### src/rtl/csi2tx_dphy_dat_lane_esc_tx.sv
// D-PHY data-lane escape-mode transmitter: spaced-one-hot LPDT, ULPS and trigger
// sequencing clocked by txclkesc, with every line drive and status output registered.
//
// state  | meaning
// STOP   | LP-11 Stop, waiting for an escape request
// ENTRY  | escape entry LP-10, LP-00, LP-01, LP-00
// CMD    | serializing the 8-bit entry command, first-listed bit first
// DATA   | serializing an LPDT byte, LSB first
// PAUSE  | LPDT with no byte offered, LP-00
// ULPS   | ultra-low-power state, LP-00 with ulpsactivenot low
// WAKEUP | LP-10 held for WAKEUP_CYCLES, then Stop
// EXIT   | one Mark-1 exit symbol, then Stop
module csi2tx_dphy_dat_lane_esc_tx #(
    parameter int WAKEUP_CYCLES = 16
) (
    input  logic       txclkesc,
    input  logic       txclkesc_rst,
    input  logic       txrequestesc,
    input  logic       txlpdtesc,
    input  logic       txulpsesc,
    input  logic [3:0] txtriggeresc,
    input  logic [7:0] txdataesc,
    input  logic       txvalidesc,
    output logic       txreadyesc,
    output logic       lp_tx_dp,
    output logic       lp_tx_dn,
    output logic       stopstate,
    output logic       ulpsactivenot
);

    localparam int WAKE_W = (WAKEUP_CYCLES > 1) ? $clog2(WAKEUP_CYCLES) : 1;

    localparam logic [7:0] CMD_LPDT  = 8'b11100001;
    localparam logic [7:0] CMD_ULPS  = 8'b00011110;
    localparam logic [7:0] CMD_TRIG0 = 8'b01100010;
    localparam logic [7:0] CMD_TRIG1 = 8'b01011101;
    localparam logic [7:0] CMD_TRIG2 = 8'b00100001;
    localparam logic [7:0] CMD_TRIG3 = 8'b10100010;

    typedef enum logic [2:0] {
        ST_STOP, ST_ENTRY, ST_CMD, ST_DATA, ST_PAUSE, ST_ULPS, ST_WAKEUP, ST_EXIT
    } state_t;

    typedef enum logic [1:0] {MODE_LPDT, MODE_ULPS, MODE_TRIG} mode_t;

    state_t            state;
    mode_t             mode;
    logic [1:0]        lp_line;
    logic [7:0]        shreg;
    logic [3:0]        bits_left;
    logic              phase;
    logic [1:0]        ent_cnt;
    logic [WAKE_W-1:0] wake_cnt;

    logic              req_ok;
    mode_t             req_mode;
    logic [7:0]        req_code;
    logic              byte_done;
    logic              lpdt_slot;

    function automatic logic [7:0] rev8(input logic [7:0] v);
        logic [7:0] r;
        for (int i = 0; i < 8; i++) r[i] = v[7-i];
        return r;
    endfunction

    function automatic logic [1:0] mark(input logic b);
        return b ? 2'b10 : 2'b01;
    endfunction

    always_comb begin
        req_ok   = 1'b1;
        req_mode = MODE_TRIG;
        req_code = 8'h00;
        if (txlpdtesc) begin
            req_mode = MODE_LPDT;
            req_code = CMD_LPDT;
        end else if (txulpsesc) begin
            req_mode = MODE_ULPS;
            req_code = CMD_ULPS;
        end else if (txtriggeresc[0]) begin
            req_code = CMD_TRIG0;
        end else if (txtriggeresc[1]) begin
            req_code = CMD_TRIG1;
        end else if (txtriggeresc[2]) begin
            req_code = CMD_TRIG2;
        end else if (txtriggeresc[3]) begin
            req_code = CMD_TRIG3;
        end else begin
            req_ok = 1'b0;
        end
    end

    // Every PAUSE cycle behaves like an LPDT byte boundary.
    assign byte_done = !phase && (bits_left == 4'd0);
    assign lpdt_slot = (state == ST_PAUSE) ||
                       (byte_done && ((state == ST_DATA) ||
                                      (state == ST_CMD && mode == MODE_LPDT)));

    always_ff @(posedge txclkesc) begin
        if (txclkesc_rst) begin
            state         <= ST_STOP;
            mode          <= MODE_LPDT;
            lp_line       <= 2'b11;
            shreg         <= 8'h00;
            bits_left     <= 4'd0;
            phase         <= 1'b0;
            ent_cnt       <= 2'd0;
            wake_cnt      <= '0;
            stopstate     <= 1'b1;
            ulpsactivenot <= 1'b1;
            txreadyesc    <= 1'b0;
        end else begin
            txreadyesc <= 1'b0;
            if (lpdt_slot) begin
                if (!txrequestesc) begin
                    lp_line <= 2'b10;
                    state   <= ST_EXIT;
                end else if (txvalidesc) begin
                    txreadyesc <= 1'b1;
                    lp_line    <= mark(txdataesc[0]);
                    shreg      <= {1'b0, txdataesc[7:1]};
                    bits_left  <= 4'd7;
                    phase      <= 1'b1;
                    state      <= ST_DATA;
                end else begin
                    lp_line <= 2'b00;
                    state   <= ST_PAUSE;
                end
            end else begin
                case (state)
                    ST_STOP: begin
                        lp_line       <= 2'b11;
                        stopstate     <= 1'b1;
                        ulpsactivenot <= 1'b1;
                        if (txrequestesc && req_ok) begin
                            mode      <= req_mode;
                            shreg     <= rev8(req_code);
                            ent_cnt   <= 2'd2;
                            lp_line   <= 2'b10;
                            stopstate <= 1'b0;
                            state     <= ST_ENTRY;
                        end
                    end
                    ST_ENTRY: begin
                        lp_line <= (ent_cnt == 2'd1) ? 2'b01 : 2'b00;
                        ent_cnt <= ent_cnt - 2'd1;
                        if (ent_cnt == 2'd0) begin
                            bits_left <= 4'd8;
                            phase     <= 1'b0;
                            state     <= ST_CMD;
                        end
                    end
                    ST_CMD, ST_DATA: begin
                        if (phase) begin
                            lp_line <= 2'b00;
                            phase   <= 1'b0;
                        end else if (bits_left != 4'd0) begin
                            lp_line   <= mark(shreg[0]);
                            shreg     <= {1'b0, shreg[7:1]};
                            bits_left <= bits_left - 4'd1;
                            phase     <= 1'b1;
                        end else if (mode == MODE_ULPS) begin
                            lp_line       <= 2'b00;
                            ulpsactivenot <= 1'b0;
                            state         <= ST_ULPS;
                        end else begin
                            lp_line <= 2'b10;
                            state   <= ST_EXIT;
                        end
                    end
                    ST_ULPS: begin
                        lp_line <= 2'b00;
                        if (!txrequestesc) begin
                            lp_line       <= 2'b10;
                            ulpsactivenot <= 1'b1;
                            wake_cnt      <= WAKE_W'(WAKEUP_CYCLES - 1);
                            state         <= ST_WAKEUP;
                        end
                    end
                    ST_WAKEUP: begin
                        if (wake_cnt == '0) begin
                            lp_line   <= 2'b11;
                            stopstate <= 1'b1;
                            state     <= ST_STOP;
                        end else begin
                            wake_cnt <= wake_cnt - 1'b1;
                        end
                    end
                    ST_EXIT: begin
                        lp_line   <= 2'b11;
                        stopstate <= 1'b1;
                        state     <= ST_STOP;
                    end
                    default: begin
                        lp_line   <= 2'b11;
                        stopstate <= 1'b1;
                        state     <= ST_STOP;
                    end
                endcase
            end
        end
    end

    assign lp_tx_dp = lp_line[1];
    assign lp_tx_dn = lp_line[0];

endmodule

### config.mk
export PLATFORM = sky130hd
export DESIGN_NAME = csi2tx_dphy_dat_lane_esc_tx
export DESIGN_NICKNAME = d
export VERILOG_FILES = /design/src/rtl/csi2tx_dphy_dat_lane_esc_tx.sv
export SDC_FILE = /design/constraint.sdc
export NUM_CORES = 1
export LEC_CHECK = 0
export ABC_AREA = 1
export CELL_PAD_IN_SITES_DETAIL_PLACEMENT = 1
export CELL_PAD_IN_SITES_GLOBAL_PLACEMENT = 2
export CORE_AREA = 2 2 82 84
export DETAILED_ROUTE_END_ITERATION = 8
export DIE_AREA = 0 0 84 86
export GPL_TIMING_DRIVEN = 0
export PLACE_DENSITY_LB_ADDON = 0.1
export SYNTH_ARGS = -nofsm -noshare
export SYNTH_HDL_FRONTEND = slang
export SYNTH_SLANG_ARGS = --single-unit
### constraint.sdc
create_clock -name txclkesc -period 3.6 [get_ports txclkesc]
set_input_delay 0.72 -clock txclkesc [delete_from_list [all_inputs] [get_ports txclkesc]]
set_output_delay 0.72 -clock txclkesc [all_outputs]
set_load 0.03 [all_outputs]
After elaboration in Yosys (flattened, before gate mapping)
Index checks and enable logic that the tools add are counted.

Bits of input ports: 18. Register bits after elaboration: 29.

Equal/unequal tests: 24. Bitwise operators: 3. Mux-type cells: 73. Add/subtract/negate cells: 3. Reduce and logical (&&, ||, !) cells: 30.

Operators with widths (count): two-way mux 8 bit (12); two-way mux 4 bit (8); two-way mux 2 bit (14); two-way mux 3 bit (9); AND reduction 6 bit (4); two-way mux 1 bit (21); != test 3 bit (second input constant) (7); != test 2 bit (second input constant) (9); case mux 4 bit (2 select lines) (2); case mux 8 bit (2 select lines) (1); case mux 3 bit (5 select lines) (1); case mux 2 bit (5 select lines) (1); equality test 3 bit (second input constant) (3); AND reduction 3 bit (3); nonzero test 3 bit (3); logical NOT 4 bit (2); AND reduction 4 bit (2); subtractor 4 x 1 -> 4 bit (second input constant) (2); equality test 3 x 2 -> 1 bit (second input constant) (2); case mux 1 bit (3 select lines) (2); equality test 2 x 1 -> 1 bit (second input constant) (2); logical AND 1 bit (4); logical NOT 2 bit (2); case mux 2 bit (2 select lines) (1); 12 further kinds (16).

Logic depth before layout (Yosys ltp)
Depth in word-level cells: 10. Depth in mapped cells: 14. Depth with buffers taken out: 13.

Least setup slack after synthesis
Ideal clock, no wire load.

Kind: input to register. From: input port txulpsesc. To: register shreg[3]. Data required time: 3487 ps. Arrival: 1455 ps. Slack: 2033 ps. Stages: 10. Cells stage by stage: nor2_1 -> nand3_1 -> nand2_1 -> a21oi_1 -> nand2_1 -> nor2_2 -> buf_6 -> nand2_1 -> nand2_1 -> nor2_1.

Word-level cells in the longest chain between the ends: 5. Elaborated cells between the ends (all ways): 10.

RTL lines: start: declaration (RTL line 20) `input logic txulpsesc,`; two-way mux 1 bit or two-way mux 8 bit (tied branches) (RTL line 78) `end else if (txulpsesc) begin`; two-way mux 1 bit or two-way mux 8 bit (tied branches) (RTL line 75) `if (txlpdtesc) begin`; logical AND 1 bit or two-way mux 8 bit (tied branches) (RTL line 136) `if (txrequestesc && req_ok) begin`; != test 3 bit (no line) or case mux 8 bit (2 select lines) (tied branches); AND reduction 6 bit (no line) or two-way mux 8 bit (tied branches); end signal: assignment (RTL line 122) `shreg <= {1'b0, txdataesc[7:1]};`; end signal: assignment (RTL line 138) `shreg <= rev8(req_code);`; end signal: assignment (RTL line 160) `shreg <= {1'b0, shreg[7:1]};`; end: declaration (RTL line 49) `logic [7:0] shreg;`.

Several ways; a longest one is shown, not always the timed one. The select of a mux whose other input is x is not followed. A chain may end at the register's enable or synchronous reset.

Final worst setup path
From: input port txlpdtesc. To: register shreg[3].

Word-level cells in the longest chain between the ends: 4. Elaborated cells between the ends (all ways): 8.

RTL lines: start: declaration (RTL line 19) `input logic txlpdtesc,`; two-way mux 1 bit or two-way mux 8 bit (tied branches) (RTL line 75); logical AND 1 bit or two-way mux 8 bit (tied branches) (RTL line 136); != test 3 bit (no line) or case mux 8 bit (2 select lines) (tied branches); AND reduction 6 bit (no line) or two-way mux 8 bit (tied branches).

Several ways; a longest one is shown, not always the timed one. The select of a mux whose other input is x is not followed.

==> flow_metrics.tcl <==
set metrics [dict create \
    status "complete, no violations" \
    hold_end "ulpsactivenot" \
    fin_crit_ns 2.212 \
    drc 0 \
    grt_pass1_wl_mm 9.784 \
    skew_ns 0.002857 \
    setup_tns_ns 0 \
    synth-seq-cells 29 \
    cts_made_buffers 5 \
    syn_area_sq_um 1993 \
    synth_area_leaders "dfxtp_1, nand2_1, nor2_1" \
    hold_class "reg -> reg" \
    clk_latency_ns 0.28 \
    portBuffers 21 \
    avgViaCountPerCell 4.712 \
    num_rows 29 \
    ys_seq_area_frac 0.2913 \
    diodes 0 \
    fin_cells 430 \
    worstSetupPathType "in -> reg" \
    maxSlewViolCount 0 \
    fin_crit_sh 0.6144 \
    grt_max_degree 11 \
    cts_buffer_depth 2 \
    powerDensity_nw_per_um2 893.5 \
    crit_arrival_ns 2.39 \
    cts_tree "done" \
    cts_max_level 2 \
    setup_viol 0 \
    ctsResizeCount 0 \
    post_cts_buffers 0 \
    die_y_um 86 \
    layout_common_cells "nand2_1, nor2_1, dfxtp_1, inv_1" \
    drt_wl_total_mm 5.761 \
    ant_nets 0 \
    cts_root_buffer "clkbuf_8" \
    drv_cap 0 \
    clock-sinks 29 \
    num_vias 2026 \
    worst_setup_path_end_kind "register" \
    r2r_setup_slack_ns 1.78 \
    grt_overflow 0 \
    synth.top_cell.area_share 0.2913 \
    drt_iter0_markers 74 \
    antenna_found_initial 0 \
    area_delta_synth_final_pct 19.71 \
    drive_gt1_frac 0.1218 \
    critPathMaxFanout 10 \
    core_area_sq_um 6277 \
    dieArea_sq_um 7224 \
    holdPathStages 2 \
    detail_route.wl_per_cell_um 13.40 \
    grt_pass1_vias 2056 \
    reg2reg_depth 12 \
    ios 23 \
    crit_required_ns 3.78 \
    die_w_um 84 \
    whs_ns 0.4719 \
    fillers 856 \
    postSynthAreaPerCell_sq_um 6.133 \
    rsz0062_at_grt "no" \
    relSlewSlack 0.5730 \
    hold_viol 0 \
    grt_util_all_layers 0.1705 \
    initial_core_util 0.3175 \
    max_freq_mhz 452.1 \
    synthCells 325 \
    place_inst 423 \
    timing.rr.end "shreg[7]" \
    timing.rr.start "bits_left[0]" \
    first_pass_iters 4 \
    ir_drop_mv 0.2755 \
    synthesis.nets 348 \
    ys_warn_count 0 \
    layout.nets 376 \
    clkTransAtPathRegs_ns 0.06 \
    hold_buffers 0 \
    start_kind "primary input" \
    cellLeakagePower_nw 1.121 \
    max_slew.worst_pin.slew_ns 0.6405 \
    yosys.area.top_type "dfxtp_1" \
    place_hpwl_mm 4.551 \
    gp_congestion 0.8331 \
    synth_cell_type_count 29 \
    min_from "ulpsactivenot" \
    layout_commonest_cell "nand2_1" \
]
cells by family (layout without fill, tap and decap cells):
| family | Yosys count | after routing | synth area share |
|---|---|---|---|
| AOI/OAI and AO/OA | 44 | 44 | 0.1168 |
| muxes | 1 | 1 | 0.005022 |
| buffers and inverters | 46 | 74 | 0.1105 |
| DFF | 29 | 29 | 0.2913 |
| adders and majority gates | 5 | 5 | 0.03139 |
| and+or+nand+nor | 198 | 198 | 0.4363 |
| xor gates and xnor gates | 2 | 2 | 0.008790 |
Yosys cell counts:
library cell	n
clkbuf_1	3
nand2_2	2
or2_2	1
nor2_2	8
o21a_1	2
dfxtp_1	29
a21oi_2	1
nand2_4	3
nor3_2	2
o21ai_2	1
inv_4	1
buf_4	2
or2_0	1
nand3_4	1
nand4_1	2
nand3_1	21
inv_1	27
nand2_1	95
nor2_4	2
o21ai_0	18
nor3_1	1
mux2i_1	1
xor2_1	2
buf_6	5
o21ai_1	7
a21oi_1	15
ha_1	5
nor2_1	59
inv_2	8
worst max path at each step:
stage,from,endpoint,cells past startpoint,slack (ns)
final,txlpdtesc,shreg[3],11,1.39
after global routing,txlpdtesc,shreg[3],11,1.20
after CTS,txlpdtesc,shreg[5],11,1.38
after detailed placement,txlpdtesc,shreg[5],11,1.09
after global placement,txlpdtesc,shreg[4],11,1.11
after floorplan,txulpsesc,shreg[3],10,2.03
cell type report:
type,instances,area (sq um),share of cell area
buffer,10,82.58,0.03461
clock buffer,7,86.33,0.03618
inverter,36,137.6,0.05768
multi-input combinational,250,1192,0.4997
sequential,29,580.6,0.2433
tap,77,96.34,0.04038
timing repair buffer,21,210.2,0.08810
metal layers:
| layer | wire (um) | vias up | track usage |
|---|---|---|---|
| met4 | 67 | 0 | 0.03666 |
| met1 | 2917 | 929 | 0.2235 |
| met5 | 0 | - | 0 |
| met2 | 2634 | 21 | 0.2931 |
| met3 | 141 | 6 | 0.03176 |
| li1 | - | 1070 | - |
worst max-delay path, stage by stage:
cell	delay [ns]
clkdlybuf4s50_1	0.58
nor2_1	0.10
nand3_1	0.12
nand2_1	0.13
a21oi_1	0.16
nand2_1	0.08
nor2_2	0.17
buf_6	0.17
nand2_1	0.06
nand2_1	0.06
nor2_1	0.04
flip-flops by register name (all words and copies together), names as in the netlist:
name           count
ent_cnt            2
txreadyesc         1
mode               2
wake_cnt           4
stopstate          1
phase              1
bits_left          4
shreg              8
state              3
ulpsactivenot      1
lp_line            2
metrics by stage:
step | power, mW | setup slack [ns] | instance area [sq um] | util
5_1_grt | 2.386 | 1.204 | 2386 | 0.3801
3_3_place_gp | 1.864 | 1.109 | 2300 | 0.3664
3_5_place_dp | 1.879 | 1.087 | 2300 | 0.3664
2_1_floorplan | 1.530 | 2.033 | 1993 | -
6_report | 2.132 | 1.388 | 2386 | 0.3801
4_1_cts | 2.168 | 1.384 | 2386 | 0.3801
where the power goes:
part / leakage (nW) / switching (mW) / internal [mW] / total (mW)
clock: 0.0443 / 0.126 / 0.152 / 0.278
sequential: 0.239 / 0.0591 / 0.429 / 0.488
combinational: 0.837 / 0.872 / 0.494 / 1.37
No activity file was read; power rests on OpenSTA's default activity.
